===== src/rtl/serial_add_pkg.sv =====
// Shared constants for the bit-serial adder: FSM state encoding and WIDTH range limits.
// Imported by serial_add_ctrl.
package serial_add_pkg;

    localparam logic [1:0] S_IDLE = 2'd0;
    localparam logic [1:0] S_RUN  = 2'd1;
    localparam logic [1:0] S_DONE = 2'd2;

    localparam int WIDTH_MIN = 1;
    localparam int WIDTH_MAX = 64;

endpackage


===== src/rtl/serial_add_ctrl_full_adder.sv =====
// One-bit full adder: the single arithmetic slice reused every cycle by serial_add_ctrl.
module full_adder (
    input  logic i_a,
    input  logic i_b,
    input  logic i_cin,
    output logic o_sum,
    output logic o_cout
);

    assign o_sum  = i_a ^ i_b ^ i_cin;
    assign o_cout = (i_a & i_b) | (i_a & i_cin) | (i_b & i_cin);

endmodule


===== src/rtl/serial_add_ctrl.sv =====
// Bit-serial adder sequencer: adds two WIDTH-bit operands LSB first through one full_adder.
// Optional subtract mode (sub port) is enabled with the SERIAL_ADD_SUB_EN macro.
//
// Handshakes: a transfer happens on a rising edge where valid && ready are both 1.
// in_ready is high only in IDLE; out_valid is high only in DONE and stays high,
// with sum/cout frozen, until out_ready is seen.
module serial_add_ctrl
    import serial_add_pkg::*;
#(
    parameter int WIDTH = 8
) (
    input  logic             clk,
    input  logic             rst_n,
    input  logic             in_valid,
    output logic             in_ready,
    input  logic [WIDTH-1:0] a,
    input  logic [WIDTH-1:0] b,
    input  logic             cin,
`ifdef SERIAL_ADD_SUB_EN
    input  logic             sub,
`endif
    output logic             out_valid,
    input  logic             out_ready,
    output logic [WIDTH-1:0] sum,
    output logic             cout,
    output logic             busy,
    output logic [1:0]       dbg_state
);

    localparam int CW = $clog2(WIDTH + 1);
    localparam logic [CW-1:0] CNT_LAST = CW'(WIDTH - 1);

    generate
        if (WIDTH < WIDTH_MIN || WIDTH > WIDTH_MAX) begin : g_bad_width
            $error("serial_add_ctrl: WIDTH out of range");
        end
    endgenerate

    logic [1:0]       r_state;
    logic [1:0]       w_next_state;
    logic [WIDTH-1:0] r_a_sr;
    logic [WIDTH-1:0] r_b_sr;
    logic [WIDTH-1:0] r_sum;
    logic             r_cout;
    logic             r_carry;
    logic [CW-1:0]    r_cnt;

    logic             w_accept;
    logic             w_last;
    logic             w_fa_sum;
    logic             w_fa_cout;
    logic [WIDTH-1:0] w_b_load;
    logic             w_c_load;

    assign w_accept = (r_state == S_IDLE) && in_valid;
    assign w_last   = (r_cnt == CNT_LAST);

`ifdef SERIAL_ADD_SUB_EN
    // Two's-complement subtract: a + ~b + 1; cout=1 then means no borrow.
    assign w_b_load = sub ? ~b : b;
    assign w_c_load = sub ? 1'b1 : cin;
`else
    assign w_b_load = b;
    assign w_c_load = cin;
`endif

    full_adder u_fa (
        .i_a    (r_a_sr[0]),
        .i_b    (r_b_sr[0]),
        .i_cin  (r_carry),
        .o_sum  (w_fa_sum),
        .o_cout (w_fa_cout)
    );

    always_ff @(posedge clk or negedge rst_n) begin
        if (!rst_n) r_state <= S_IDLE;
        else        r_state <= w_next_state;
    end

    always_comb begin
        w_next_state = r_state;
        case (r_state)
            S_IDLE:  if (in_valid)  w_next_state = S_RUN;
            S_RUN:   if (w_last)    w_next_state = S_DONE;
            S_DONE:  if (out_ready) w_next_state = S_IDLE;
            default:                w_next_state = S_IDLE;
        endcase
    end

    always_comb begin
        in_ready  = (r_state == S_IDLE) && rst_n;
        out_valid = (r_state == S_DONE);
        busy      = (r_state != S_IDLE);
    end

    // Sum fills from the MSB so after WIDTH shifts bit 0 holds the first-computed LSB.
    always_ff @(posedge clk or negedge rst_n) begin
        if (!rst_n) begin
            r_a_sr  <= '0;
            r_b_sr  <= '0;
            r_sum   <= '0;
            r_cout  <= 1'b0;
            r_carry <= 1'b0;
            r_cnt   <= '0;
        end else if (w_accept) begin
            r_a_sr  <= a;
            r_b_sr  <= w_b_load;
            r_carry <= w_c_load;
            r_cnt   <= '0;
        end else if (r_state == S_RUN) begin
            r_a_sr  <= r_a_sr >> 1;
            r_b_sr  <= r_b_sr >> 1;
            r_sum   <= (r_sum >> 1) | (WIDTH'(w_fa_sum) << (WIDTH - 1));
            r_carry <= w_fa_cout;
            r_cnt   <= r_cnt + 1'b1;
            if (w_last) r_cout <= w_fa_cout;
        end
    end

    assign sum       = r_sum;
    assign cout      = r_cout;
    assign dbg_state = r_state;

endmodule


===== config.mk =====
export PLATFORM = sky130hd
export DESIGN_NAME = serial_add_ctrl
export DESIGN_NICKNAME = d
export VERILOG_FILES = /design/src/rtl/serial_add_pkg.sv /design/src/rtl/serial_add_ctrl_full_adder.sv /design/src/rtl/serial_add_ctrl.sv
export SDC_FILE = /design/constraint.sdc
export NUM_CORES = 1
export LEC_CHECK = 0
export CAP_MARGIN = 20
export CORE_UTILIZATION = 52
export DETAILED_ROUTE_END_ITERATION = 8
export GPL_TIMING_DRIVEN = 0
export PLACE_DENSITY = 0.83
export SLEW_MARGIN = 20
export SYNTH_ARGS = -nofsm -noshare
export SYNTH_HDL_FRONTEND = slang
export SYNTH_HIERARCHICAL = 1
export SYNTH_SLANG_ARGS = --single-unit

===== constraint.sdc =====
create_clock -name clk -period 3.07 [get_ports clk]
set_clock_uncertainty 0.05 [all_clocks]
set_input_delay 0.614 -clock clk [delete_from_list [all_inputs] [get_ports clk]]
set_output_delay 0.614 -clock clk [all_outputs]
set_load 0.02 [all_outputs]

==> impl_metrics.json <==
{
  "status": "finished clean",
  "avgSynthCellArea_um2": 9.219,
  "cap_violations": 0,
  "drive_above_1_share_pct": 9.137,
  "via_count": 1291,
  "antenna_found_initial": 0,
  "ys_top_cells_by_count": "58 x nand2_1, 32 x dfrtp_1, 12 x nor2_1",
  "ys_seq_area_share_pct": 56.04,
  "setup_violations": 0,
  "whs_ps": 284.1,
  "pwr-share-clk_pct": 13.3,
  "finalHoldViolCount": 0,
  "die_x_um": 54.42,
  "die_h_um": 54.42,
  "crit_fanout": 33,
  "p_leak_uw": 0.0008930,
  "num-fill-cells": 206,
  "diodes": 0,
  "syn_area_um2": 1429,
  "rsz0062_at_grt": "false",
  "via_per_inst": 5.687,
  "synth_seq_cells": 32,
  "syn_nets": 178,
  "rr_worst_depth": 3,
  "relSlewSlack_pct": 35.42,
  "irDropWorstVdd_uv": 674.7,
  "endpoint_kind": "output port",
  "multi_input_area_um2": 544.3,
  "place_ws_ps": 356.8,
  "drtPass1Iterations": 5,
  "grt_usage_pct": 24.79,
  "wl_per_cell_um": 14.32,
  "cts_tree": "yes",
  "grt_pass1_wl_um": 5071,
  "gp_congestion": 0.7521,
  "synth_top_cell_area_share_pct": 56.04,
  "postLayoutCellArea_um2": 1861,
  "routed_wl_um": 3251,
  "port_buffers": 34,
  "synth.area.top_cells": "dfrtp_1 56%, nand2_1 15%, a31oi_1 4.8%",
  "synth_edf_count": 0,
  "cts_root_buffer": "clkbuf_4",
  "rrSetupSlack_ps": 1330,
  "grt_pass1_vias": 1169,
  "seqCellArea_um2": 800.8,
  "utilization_pct": 73.11,
  "finalSetupTns_ps": 0,
  "crit_type": "in2out",
  "ys_types": 25,
  "pwr-share-comb_pct": 46.2,
  "crit_path_end": "in_ready",
  "sequentialPowerShare_pct": 40.5,
  "clk_latency_ps": 320,
  "ctsHoldBuffers": 0,
  "first_iter_violations": 36,
  "worst_slew_pin_slew_ps": 966.6,
  "cts_buffers": 5,
  "cts.sinks": 32,
  "dpl_cell_area_um2": 1802,
  "area_growth_pct": 30.21,
  "final_nets": 219,
  "placementRows": 18,
  "cts_resized": 0,
  "grt_max_degree": 34,
  "worst_setup_path_start_kind": "input pin",
  "period_share_pct": 87.20,
  "fmaxAchievable_mhz": 373.6,
  "finalCriticalPeriod_ps": 2677,
  "worstPathRequired_ps": 2410,
  "grt_overflow": 0,
  "cts.clk_slew.worst_paths_ps": 90,
  "yosysMostFrequentCell": "nand2_1",
  "drc_errors": 0,
  "arrival_ps": 2010,
  "layout_setup_ws_ps": 393.1,
  "startpoint": "rst_n",
  "switchingPower_uw": 750.5,
  "r2r_start": "dbg_state[1]",
  "num_io_pins": 35,
  "slew_viol_final": 0,
  "htreeDepth": 2,
  "netSwitchingFraction_pct": 40.38,
  "p_per_area_nw_per_um2": 999.0,
  "core_area_um2": 2545,
  "ys.flop_type": "dfrtp_1",
  "synth_top_area_cell": "dfrtp_1",
  "drtAntennaViolNets": 0,
  "cts_setup_buffers": 0,
  "syn_inst": 155,
  "yosysWarnings": 6,
  "dp_hpwl_um": 2288,
  "internal_power_uw": 1108,
  "hp-class": "in2async",
  "start_util_pct": 56.15,
  "die_area_um2": 2962,
  "r2r-end": "r_a_sr[4]",
  "async_flop_share_pct": 100.0,
  "cts_buffer_depth": 2
}
cell families after synthesis:
family                   Yosys count  share of synthesized area (%)
AND/OR/NAND/NOR                   88                          26.01
flip-flops                        32                          56.04
AO/OA/AOI/OAI                     19                          8.319
buffers and inverters             12                          5.867
multiplexers                       2                          1.489
adder cells (fa/ha/maj)            2                          2.277
cell type report:
class | instances | area share, %
multi-input cells | 111 | 29.25
plain buffers | 10 | 4.102
well taps | 30 | 2.017
clock buffers | 8 | 3.161
flip-flops and latches | 32 | 43.04
repair buffers | 34 | 18.02
inverters | 2 | 0.4035
layer usage:
metal	share of wire [%]	GRT usage (%)	vias to the layer above
li1	-	-	589
met1	42	30.71	618
met2	49	41.46	73
met3	7.0	6.389	11
met4	1.7	8.974	0
met5	0	0	-
registers in the layout, indices dropped and copies added, names as in the netlist:
name,count
sum,8
r_cnt,4
r_b_sr,8
r_a_sr,8
r_carry,1
cout,1
dbg_state,2
layout by cell type (no fill, tap or decap), types with 3 or more instances in the layout:
cell type	count
buf_2	5
a22oi_1	4
clkdlybuf4s50_1	33
clkbuf_1	3
nand3_1	9
nand2_1	58
buf_6	4
dfrtp_1	32
clkbuf_4	5
nor2_1	12
a31oi_1	11
critical path, stage by stage:
cell             delay, ps
buf_2                  550
inv_1                  100
nor2_1                 120
clkdlybuf4s50_1        610
power by group through the flow:
stage               sequential [uW]  clock, uW  combinational (uW)
CTS                             750        251                 861
floorplan                       798          0                 489
finish                          753        246                 860
global route                    771        274                 953
global placement                742          0                 821
detailed placement              756          0                 863
per-stage QoR:
step / power, uW / cells
after detailed placement: 1619 / 219
after global placement: 1563 / 219
final: 1859 / 227
after CTS: 1862 / 227
after floorplan: 1288 / 155
after global routing: 1998 / 227
worst min path at each step:
| stage | startpoint | end | cells past startpoint |
|---|---|---|---|
| 2_1_floorplan | rst_n | cout | 0 |
| 3_3_place_gp | r_cnt[3] | r_cnt[3] | 1 |
| 3_5_place_dp | r_cnt[3] | r_cnt[3] | 1 |
| 4_1_cts | rst_n | r_b_sr[3] | 1 |
| 5_1_grt | rst_n | sum[7] | 1 |
| 6_report | rst_n | cout | 1 |
(Power assumes the default switching activity.)
==> RTL change (same settings) <==
`WIDTH`: 8 -> 4.
--- a/src/rtl/serial_add_ctrl.sv
+++ b/src/rtl/serial_add_ctrl.sv
@@ -7,7 +7,7 @@
 module serial_add_ctrl
     import serial_add_pkg::*;
 #(
-    parameter int WIDTH = 8
+    parameter int WIDTH = 4
 ) (
     input  logic             clk,
     input  logic             rst_n,
Ports: changed (resized a, b and sum); port bits go from 35 to 23. No check against the original RTL was run, so the function may have changed too.
==> RTL change against the unedited design <==
Combinational power shrank 28%; wire length shrank 43%; sequential share of layout area shrank 1.7 points; worst hold slack gained 0.14 ns; design area shrank 38%; largest power group unchanged; total power shrank 36%; critical path type unchanged; maximum frequency shrank 5.7%; core utilization grew 1.5 points; worst setup slack lost 0.16 ns; area after synthesis shrank 38%; sequential cell count shrank 13.
==> RTL change: results (changes against the unedited design) <==
commonest non-fill, non-tap cell in the layout=clkdlybuf4s50_1 (was nand2_1); first-pass GRT wire length=3200 um (was 5070 um); layout cells sized above 1=11.4% (was 9.14%); post-synthesis mux area share=1.70% (was 1.49%); GR Util met1=28.9% (was 30.7%); total iterations of the first detailed-routing run=4 (was 5); Placement Cell Area=1120 um^2 (was 1800 um^2); nets=131 (was 219); met3 WL=57 um (was 227 um); pre-CTS setup slack=-0.126 ns (was 0.357 ns); worst-case reg-to-reg path depth=4 (was 3); Total GRT Usage=24.2% (was 24.8%); Reg-to-Reg End=cout$_DFFE_PN0P_ (was r_a_sr[4]$_DFFE_PN0P_); Static Leak=0.511 nW (was 0.893 nW); Min Hold Slack=0.429 ns (was 0.284 ns); Synth Flop Type=dfrtp_1 (unchanged); top cells by area, synth=dfrtp_1 54%, o22ai_1 7.8%, nand2_1 6.8% (was dfrtp_1 56%, nand2_1 15%, a31oi_1 4.8%); Iter 0 DRT Violations=16 (was 36); Vias=743 (was 1291); Distinct cells, synth=21 (was 25); post-synthesis compound-gate area fraction=18.6% (was 8.32%); worst skew pair latency=0.30 ns (was 0.32 ns); synthesis-to-finish area growth=30.2% (about the same); drt wl/cell=14.3 um (about the same); status=complete, no violations (unchanged); maximum vdd drop=0.551 mV (was 0.675 mV); Post-DP HPWL=1350 um (was 2290 um); Post-Route WL=1860 um (was 3250 um); metal2 WL=927 um (was 1610 um); most frequent cells after synthesis=19 x dfrtp_1, 16 x nand2_1, 11 x o22ai_1, 7 x o21ai_0, 6 x a21oi_1 (was 58 x nand2_1, 32 x dfrtp_1, 12 x nor2_1, 11 x a31oi_1, 9 x nand3_1); Syn Inst Count=88 (was 155); Layout fillers=123 (was 206); flop2flop setup slack=1.73 ns (was 1.33 ns); post-cts resize count=1 (was 0); Net Count, Synth=104 (was 178); routed metal-1 wirelength=823 um (was 1360 um); met3 Usage GRT=2.55% (was 6.39%); clock slew at reported path FFs=0.11 ns (was 0.09 ns); worst r2r src=r_cnt[0]$_DFFE_PN0P_ (was dbg_state[1]$_DFFE_PN0P_); H-tree levels=1 (was 2); adder-cell share of the synthesized area=5.10% (was 2.28%); Buffers on Ports=22 (was 34); routing usage on met2=41.2% (was 41.5%); Crit Path Max Fanout=20 (was 33); sequential-to-total area share from yosys stat=53.8% (was 56.0%); CTS buffer count=3 (was 5); largest net degree at the start of global routing=21 (was 34); GP Congestion=0.744 (was 0.752)
==> RTL change: layout make-up <==
class                      count  area share, %
inverter                       4           1.31
timing repair buffer          22           19.2
tap                           16           1.74
clock buffer                   4           2.29
multi-input combinational     61           32.0
buffer                         4           2.18
sequential                    19           41.3
==> RTL change: how the worst max path moves through the flow <==
stage	start	to	slack, ns
after floorplan	dbg_state[1]$_DFFE_PN0P_	out_valid	1.35
after global placement	rst_n	in_ready	-0.11
after detailed placement	rst_n	in_ready	-0.13
after CTS	rst_n	in_ready	0.13
after global routing	rst_n	in_ready	0.03
final	rst_n	in_ready	0.23
==> RTL change: power by group <==
part / total [mW] / switching (mW) / internal, mW / leakage (nW)
clock network: 0.128 / 0.0768 / 0.0507 / 0.0150
logic: 0.623 / 0.330 / 0.293 / 0.266
registers: 0.446 / 0.0789 / 0.367 / 0.230
==> RTL change: worst max-delay path, stage by stage <==
cell,delay (ns)
clkdlybuf4s15_1,0.71
and2_1,0.24
clkdlybuf4s50_1,0.61
